<file path="src/rtl/cu_pipe_ctrl.sv">
// Pipelined control unit: decodes the ID instruction into a 21-bit control word
// and carries it with a valid bit through the EX, MEM and WB stage registers.
module cu_pipe_ctrl #(
    parameter int CNT_W        = 16,
    parameter bit ILLEGAL_TRAP = 1'b1
) (
    input  logic             clk,
    input  logic             rst_n,
    input  logic [31:0]      instruction,
    input  logic             id_valid,
    input  logic             stall,
    input  logic             flush,
    output logic [20:0]      id_ctrl,
    output logic [20:0]      ex_ctrl,
    output logic [20:0]      mem_ctrl,
    output logic [20:0]      wb_ctrl,
    output logic             ex_valid,
    output logic             mem_valid,
    output logic             wb_valid,
    output logic             illegal,
    output logic [CNT_W-1:0] retired
);

    logic [5:0] opcode;
    logic [5:0] op2;
    logic [1:0] srd;
    logic [1:0] psw_le_re;
    logic       b;
    logic [2:0] soh_op;
    logic [3:0] alu_op;
    logic [3:0] ram_ctrl;
    logic       l;
    logic       rf_le;
    logic [1:0] id_sr;
    logic       ub;
    logic       legal;
    logic       accept;
    logic       ex_load;

    assign opcode = instruction[31:26];
    assign op2    = instruction[11:6];

    // Field-level decode; an illegal encoding leaves every field at zero.
    always_comb begin
        srd       = 2'b00;
        psw_le_re = 2'b00;
        b         = 1'b0;
        soh_op    = 3'b000;
        alu_op    = 4'b0000;
        ram_ctrl  = 4'b0000;
        l         = 1'b0;
        rf_le     = 1'b0;
        id_sr     = 2'b00;
        ub        = 1'b0;
        legal     = 1'b1;
        case (opcode)
            6'b000000: ;
            6'b000010: begin
                rf_le = 1'b1;
                case (op2)
                    6'b011000: alu_op = 4'b0000;
                    6'b011100: alu_op = 4'b0001;
                    6'b010000: alu_op = 4'b0010;
                    6'b001001: alu_op = 4'b0110;
                    default: begin
                        rf_le = 1'b0;
                        legal = 1'b0;
                    end
                endcase
            end
            6'b101101: begin
                srd    = 2'b01;
                soh_op = 3'b001;
                alu_op = 4'b0000;
                rf_le  = 1'b1;
            end
            6'b100101: begin
                srd    = 2'b01;
                soh_op = 3'b001;
                alu_op = 4'b0010;
                rf_le  = 1'b1;
            end
            6'b100000: begin
                b      = 1'b1;
                alu_op = 4'b0010;
                id_sr  = 2'b01;
            end
            6'b111010: begin
                srd   = 2'b10;
                l     = 1'b1;
                rf_le = 1'b1;
                ub    = 1'b1;
            end
            default: legal = 1'b0;
        endcase
    end

    assign id_ctrl = {srd, psw_le_re, b, soh_op, alu_op, ram_ctrl, l, rf_le, id_sr, ub};

    assign accept  = id_valid && !stall && !flush;
    assign ex_load = accept && (legal || !ILLEGAL_TRAP);

    // Every stage advances each edge; a rejected ID slot becomes a bubble in EX.
    always_ff @(posedge clk) begin
        if (!rst_n) begin
            ex_ctrl   <= '0;
            mem_ctrl  <= '0;
            wb_ctrl   <= '0;
            ex_valid  <= 1'b0;
            mem_valid <= 1'b0;
            wb_valid  <= 1'b0;
            illegal   <= 1'b0;
            retired   <= '0;
        end else begin
            ex_ctrl   <= ex_load ? id_ctrl : 21'h0;
            ex_valid  <= ex_load;
            mem_ctrl  <= ex_ctrl;
            mem_valid <= ex_valid;
            wb_ctrl   <= mem_ctrl;
            wb_valid  <= mem_valid;
            if (ILLEGAL_TRAP && accept && !legal)
                illegal <= 1'b1;
            if (wb_valid)
                retired <= retired + 1'b1;
        end
    end

endmodule

</file>
<file path="config.mk">
export PLATFORM = sky130hd
export DESIGN_NAME = cu_pipe_ctrl
export DESIGN_NICKNAME = d
export VERILOG_FILES = /design/src/rtl/cu_pipe_ctrl.sv
export SDC_FILE = /design/constraint.sdc
export NUM_CORES = 1
export LEC_CHECK = 0
export ABC_AREA = 1
export ABC_CLOCK_PERIOD_IN_PS = 1030
export CAP_MARGIN = 20
export CORE_MARGIN = 2
export CORE_UTILIZATION = 33
export CTS_CLUSTER_SIZE = 16
export DETAILED_ROUTE_END_ITERATION = 10
export PLACE_DENSITY_LB_ADDON = 0.08
export SKIP_LAST_GASP = 1
export SLEW_MARGIN = 20
export SYNTH_ARGS = -nofsm -noshare
export SYNTH_HDL_FRONTEND = slang
export SYNTH_SLANG_ARGS = --single-unit
</file>
<file path="constraint.sdc">
create_clock -name clk -period 1.03 [get_ports clk]
set_input_delay 0.206 -clock clk [delete_from_list [all_inputs] [get_ports clk]]
set_output_delay 0.206 -clock clk [all_outputs]
set_load 0.02 [all_outputs]
</file>
Yosys cells after proc, flatten, opt, wreduce, memory -nomap -nowiden
Index checks and enable logic that the tools add are counted.
{ "totals": {"regBits": 83, "input_bits": 37, "output_inout_bits": 104, "word_cells": 43} }
{ "classes": {"addsub": 1, "eq_ne": 9, "muxes": 10, "reduce_logical": 14} }
{ "op_table": {"columns": ["op", "count"], "rows": [
  ["6-bit == test, second input constant", 4],
  ["6-bit by 5-bit == test with 1-bit output, second input constant", 3],
  ["16-bit by 1-bit adder with 16-bit output, second input constant", 1],
  ["3-bit one-hot mux with 3 select lines", 1],
  ["6-bit by 2-bit == test with 1-bit output, second input constant", 1],
  ["6-bit by 4-bit == test with 1-bit output, second input constant", 1],
  ["6-bit logical NOT", 1],
  ["3-bit one-hot mux with 2 select lines", 1],
  ["1-bit two-way mux", 5],
  ["5-bit OR reduction", 1],
  ["1-bit logical AND", 4],
  ["1-bit one-hot mux with 2 select lines", 2],
  ["2-bit one-hot mux with 2 select lines", 1],
  ["2-bit OR reduction", 2],
  ["4-bit OR reduction", 1],
  ["1-bit logical NOT", 3],
  ["3-bit OR reduction", 1],
  ["2-bit AND reduction", 1]
]} }

Depth between registers and ports, before layout
{ "depth": {"depth_word": 6, "ltp_mapped": 9, "mapped_depth_nobuf": 8} }

Worst setup path after synthesis
OpenSTA, ideal clock, no wires.
{ "synth_timing": {"kind": "reg2reg", "start": "register retired[0]", "end": "register retired[14]", "setup_ns": 0.115, "arrival_ns": 1.203, "required_time_ns": 0.915, "path_slack_ns": -0.288, "path_stages_with_launch": 9, "path_buffers": 0, "path_cell_list": "dfxtp_1 ha_1 nand2_1 nor2_1 nand3b_1 inv_1 nand3_1 nand2_1 nor2_1"} }
{ "synth_via": {"elab_chain_cells": 1} }
{ "synth_rtl": {"columns": ["item", "line_no", "rtl"], "rows": [
  ["from (decl)", "21", "output logic [CNT_W-1:0] retired"],
  ["from (signal assigned)", "124", "retired <= retired + 1'b1;"],
  ["16-bit by 1-bit adder with 16-bit output", "124", null]
]} }
No other way between the ends.
A chain may end at the register's enable or synchronous reset.

Worst setup path after layout
{ "layout_timing": {"start": "input instruction[30]", "end": "output id_ctrl[9]"} }
{ "layout_via": {"elab_chain_cells": 3, "word_cells_on_any_way": 5, "classes_between": "3 x eq/ne; 1 x mux; 1 x reduce/logical"} }
{ "layout_rtl": {"columns": ["item", "line_no", "rtl"], "rows": [
  ["from (decl)", "9", "input logic [31:0] instruction,"],
  ["6-bit == test", "56", "case (opcode)"],
  ["2-bit OR reduction (no line)", null, null],
  ["3-bit one-hot mux with 2 select lines *", "56", null],
  ["to (decl)", "13", "output logic [20:0] id_ctrl,"]
]} }
Mark *: on every way between the ends. The rest lies on a longest branch, timed or not.

==> implementation parameters <==
Parameter                              Value

Pwr
  P_leak ... 0.00206 uW
  Peak VDD IR ... 745 uV
  Post-route total power ... 3630 uW
  Total power divided by cell area ... 941 nW/um^2

Yosys
  Area of the mapped netlist ... 2280 sq um
  Leading area contributor after synthesis ... dfxtp_1
  Fraction of the mapped netlist area in compound gates ... 0.0405
  Simple-gate portion of the synthesized area ... 0.265
  Sequential element share of the synthesized area ... 0.412
  Largest family of logic cells by synthesized area ... simple AND/OR/NAND/NOR gates
  Count of synthesis-stage warnings from yosys ... 0
  Share of Yosys cell area claimed by the top area cell type ... 0.412
  Avg Inst Size Synth ... 7.54 sq um
  Xor/xnor cell area share of the yosys netlist ... 0.0115
  Cells after Synth ... 303
  Leading post-synthesis cells by cell area ... dfxtp_1, buf_4, inv_1
  Multiplexer share of the synthesized area ... 0
  Post-synthesis register bit count ... 47
  Arithmetic-cell share of the synthesized area counting full adders, half adders and majority gates ... 0.00548
  Synth cell types ... 26

Hold path
  Hold path endpoint ... ex_ctrl[16]
  Worst Hold Launch ... instruction[30]
  Number of cells on the worst hold path ... 5
  Hold/Removal Path Class ... in2reg

Timing
  F_max ... 809 MHz
  Final period utilization ... 1.20
  Setup repair after global routing missed its margin ... yes
  Number of slew-limit violations in the final report ... 0
  Post-Route Skew ... 4.34 ps
  Setup violation total in the final timing report ... 29
  Final hold viol count ... 0
  Crit path setup slack, layout ... -206 ps
  Tmin final ... 1240 ps
  Hold slack ... 319 ps

Critical path
  Dominant delay contributor by cell family on the critical path ... simple AND/OR/NAND/NOR gates
  WP data required ... 820 ps
  CP Data Arrival Time ... 1030 ps
  CP max stage cell ... or2_4
  Critical register-to-register path startpoint ... retired[0]
  Kind of capture point of the worst setup path ... output pin
  Kind of start point of the critical path ... input pin
  Cell Chain, Critical Path ... buf_4 > nor2_4 > nand3_4 > or2_4 > nor2_4 > buf_6
  Endpoint of the lowest-slack register-to-register path ... retired[14]
  Category of the most critical setup path ... in2out
  Worst-case reg-to-reg path depth ... 8
  Slowest Stage Delay on Critical Path ... 270 ps
  CP dominant cell by count ... nor2_4
  Number of buffers and inverters on the critical path ... 2
  Critical path peak fanout ... 4
  Setup slack of the most critical reg-to-reg path ... -170 ps

Finish
  Share of final-layout standard cells stronger than drive strength 1 ... 0.562
  Non-filler instance count after layout ... 516
  Multi-input logic area ... 1180 sq um
  Filler cell count ... 589
  Area added between synthesis and finish ... 68.7%
  # nets final ... 473
  Fin util ... 0.570
  Sequential cell area ... 995 sq um
  Number of antenna diodes ... 0

Floorplan
  Top Ports ... 141
  Number of rows created at floorplan ... 30
  Starting density of the core ... 0.338
  Die area ... 7600 sq um
  Die Span Y ... 87.2 um
  Placeable core region ... 6760 sq um
  Chip Width ... 87.2 um

Status
  Status ... finished, violations left
  Failing checks ... negative setup slack

Placement
  DP HPWL ... 3.65 mm
  Weighted congestion reported at the end of routability-driven placement ... 0.790
  Count of port buffers added during placement ... 80
  Inst Count DP ... 487

Global route
  Total track usage ... 0.131
  Vias in the first global route ... 1,675
  Global-route wire length before repair ... 7.88 mm
  Largest net degree at the start of global routing ... 30
  Number of antenna violations at the first check in global routing ... 0
  Final global-route overflow total ... 0

Flow run
  Max-cap viol count ... 0

Routing
  DRT Pass-1 Iters ... 4
  Mean number of vias per cell ... 4.06
  Iteration-0 DRC count of the detailed router ... 60
  Total via count after detailed routing ... 2,096
  Post-DR wirelength/cell ... 10.4 um
  Post-route DRC violation count ... 0
  Post-route antenna net violation count ... 0
  Overall routed net length ... 5.38 mm

Clock tree
  Clock edge transition at the registers on the reported setup and hold paths ... 90 ps
  Clock latency on the worst-skew pair ... 300 ps
  Largest buffer count on any clock path ... 2
  Count of hold buffers inserted by post-cts repair ... 0
  Number of buffers inserted during clock tree synthesis ... 5
  Number of H-tree levels ... 2
  CTS sink cnt ... 47
  Clock root buffer ... clkbuf_8
  Clock tree from TritonCTS ... yes
[cell usage after synthesis, drive strengths merged]
master   n
a21oi   12
o21ai    5
nor4b    1
nand2   49
clkbuf   2
xnor2    1
dfxtp   47
nor2    44
buf     53
ha       1
conb     1
nand3b   4
nand3   19
a211oi   1
nor3     6
inv     54
or2      1
xor2     2
[how the worst max path moves through the flow]
stage / from / end / slack, ps / cells past startpoint
6_report: instruction[30] / id_ctrl[9] / -210 / 6
5_1_grt: retired[0] / retired[14] / -250 / 8
4_1_cts: instruction[28] / id_ctrl[9] / -190 / 6
3_5_place_dp: instruction[27] / id_ctrl[9] / -1200 / 7
3_3_place_gp: instruction[27] / id_ctrl[9] / -1190 / 7
2_1_floorplan: retired[0] / retired[14] / -110 / 8
[registers in the layout, indices dropped and copies added (netlist names)]
name       count
ex_valid       1
illegal        1
wb_ctrl        9
retired       16
ex_ctrl        9
mem_ctrl       9
wb_valid       1
mem_valid      1
[worst register-to-register path, stage by stage (launching register included)]
cell and delay (ps):
dfxtp_4 390, ha_4 170, nand2_4 50, nor2_4 80, nand3b_1 140, inv_1 110
nand3_1 80, nand2_1 60, nor2_1 40
[power by group]
group	internal [uW]	switching, uW
clock	736	635
sequential	1800	1.64
combinational	161	297
[kinds of logic (layout without fill, tap and decap cells)]
group                    Yosys count  after routing
AND/OR/NAND/NOR                  124            125
buffers and inverters            109            202
flip-flops                        47             47
AO/OA/AOI/OAI                     18             18
XOR/XNOR                           3              3
adder cells (fa/ha/maj)            1              1
other                              1             40
[cell usage in the layout (no fill, tap or decap), types with 2 or more instances in the layout]
master,synthesis,final
inv_6,0,2
nor3_1,5,3
nand3_2,2,6
nand2_4,1,5
dfxtp_4,0,8
inv_2,2,10
inv_4,0,2
nand3_1,17,8
dfxtp_2,0,19
buf_4,51,74
nand3_4,0,5
inv_1,52,40
buf_2,2,11
a21oi_1,12,11
nor2_4,3,18
clkdlybuf4s50_1,0,2
buf_6,0,47
nand2_1,47,38
nand2_2,1,7
buf_8,0,4
dfxtp_1,47,20
nand3b_1,4,4
o21ai_0,5,2
nor2_2,8,11
clkbuf_8,0,5
o21ai_1,0,2
xor2_1,2,2
conb_1,1,40
nor2_1,33,15
nor3_4,0,2
[area by class of cell]
type | instances | share of cell area
clock buffer | 5 | 0.0179
clock inverter | 3 | 0.0123
inverter | 54 | 0.0572
multi-input combinational | 187 | 0.306
sequential | 47 | 0.258
tap | 80 | 0.0260
timing repair buffer | 140 | 0.322
[per-stage QoR]
stage                     TNS, ps  setup slack (ps)  instance area [sq um]
final                       -2800              -206                   3850
after global routing        -4410              -250                   3850
after CTS                   -2710              -189                   3560
after detailed placement   -34890             -1200                   3310
after global placement     -34670             -1190                   3310
after floorplan              -727              -115                   2510
[per-layer routing]
metal	wire length (um)	global-route usage
met1	2220	0.160
met2	2710	0.221
met3	353	0.0303
met4	94	0.0573
met5	0	0
[what timing repair did]
item                       4_1_cts  5_1_grt
setup endpoints to repair       90       74
pin swaps                       36       21
gates cloned                     1        0
resized for setup              430       87
buffers inserted                17        6
Power figures use the tool's default switching activity.
==> RTL edit, RTL diff (same flow settings) <==
The parameter `CNT_W` goes from 16 to 32.
--- a/src/rtl/cu_pipe_ctrl.sv
+++ b/src/rtl/cu_pipe_ctrl.sv
@@ -2,5 +2,5 @@
 // and carries it with a valid bit through the EX, MEM and WB stage registers.
 module cu_pipe_ctrl #(
-    parameter int CNT_W        = 16,
+    parameter int CNT_W        = 32,
     parameter bit ILLEGAL_TRAP = 1'b1
 ) (
Interface: changed (resized retired); port bits go from 141 to 157. No check against the original RTL was run, so the function may have changed too.
==> RTL edit against the original RTL <==
Total power increased by 33%; fmax shrank 6.9%; hold slack worse by 68 ps; the run still ends with negative setup slack left; routed wire length rose by 80%; largest cell class is now multi-input combinational cells; worst setup slack got worse by 91 ps; area after synthesis increased by 45%; design area rose by 52%; critical endpoint is now retired[30]$_SDFFE_PN0P_; core utilization up 3.1 points; sequential cell count rose by 16; highest routed layer unchanged.
==> RTL edit: results (changes against the original RTL) <==
Timing
  – Setup Skew: 14.6 ps (+10.2 ps)
  – Fin worst setup slack: -297 ps (-91.2 ps)
  – Final setup vio count: 68 (+130%)

Power
  – Clk pwr share: 41.5% (+3.7 points)
  – Peak supply drop: 529 uV (-29%)
  – NetSw: 1.41 mW (+51%)
  – P_leak: 2.83 nW (+37%)
  – Sequential share of power: 48.9% (-0.7 points)
  – Pint: 3.42 mW (+27%)

Setup path
  – CP startpoint kind: register
  – Worst setup EP type: register
  – Slowest cell on crit path: dfxtp_4
  – Worst-path maximum fanout: 5 (+1)
  – Worst setup path endpoint: retired[30]$_SDFFE_PN0P_
  – Max stage delay on crit path: 380 ps (+110 ps)
  – Reg2reg start: retired[7]$_SDFFE_PN0P_

Global routing
  – Grt met3 use: 5.26% (+2.2 points)
  – Total GRT Usage: 17.3% (+4.1 points)
  – First-pass GRT wire length: 15,200 microns (+93%)
  – Met2 Use GR: 29.9% (+7.9 points)
  – Met1 Track Usage GR: 19.9% (+3.9 points)

Placement
  – Placed cell areas: 0.00492 sq mm (+49%)
  – Placed Cells: 773 (+59%)
  – # port buffers: 96 (+20%)
  – Placer congestion estimate: 0.838 (+6.1%)
  – DP Wirelength: 6740 microns (+85%)

Finish
  – # fillers: 906 (+54%)
  – Area delta synth->final: 76.9%
  – Number of flip-flops in the largest register: 32 (+16)
  – Final #Nets: 713 (+51%)
  – Share of cells above drive strength 1: 55.3% (-0.90 points)

Routing
  – Aggregate routed wire length: 9670 microns (+80%)
  – Initial DRC count: 89 (+48%)
  – Met2 routed WL: 4910 microns (+81%)
  – Met1 Routed Length: 4010 microns (+81%)
  – Via Count: 3,473 (+66%)

Status
  – Status: finished, violations left
  – Failing checks: negative setup slack

Min path
  – Hold EP: ex_ctrl[9]$_SDFF_PN0_
  – Hold path depth: 4 (-1)

Logic synthesis
  – Cell variety after synth: 28 (+7.7%)
  – Complex-gate fraction of the synthesized area: 3.63% (-0.42 points)
  – Area contributors post-synth: dfxtp_1, buf_4, nand2_1, nor2_1, inv_1
  – XOR/XNOR share of the synthesized area: 0.795% (-0.36 points)

Clock tree
  – H-tree levels: 3 (+1)
  – Clk_lat worst skew: 340 ps (+40 ps)
  – Post-CTS setup buffer count: 12 (-5)
==> RTL edit: changes by cell type after synthesis, moves of 3 or more <==
| cell | unedited run | this run |
|---|---|---|
| nor2_1 | 33 | 87 |
| dfxtp_1 | 47 | 63 |
| nand2_1 | 47 | 101 |
| nand3_1 | 17 | 32 |
| nand4_1 | 0 | 12 |
| nand3b_1 | 4 | 1 |
| inv_1 | 52 | 77 |
| nand2_2 | 1 | 5 |
==> RTL edit: cell type report <==
type                       instances  share of cell area (%)
sequential                        63                    24.1
tap                              133                    2.85
clock buffer                       9                    2.12
multi-input combinational        329                    32.7
timing repair buffer             194                    32.1
clock inverter                     7                   0.920
inverter                          78                    5.22
==> RTL edit: per-stage QoR <==
stage / hold slack [ps] / setup TNS, ps
after detailed placement: 423 / -38640
after global placement: 420 / -37770
after floorplan: 355 / -4930
final: 251 / -9250
after global routing: 239 / -14440
after CTS: 216 / -10090
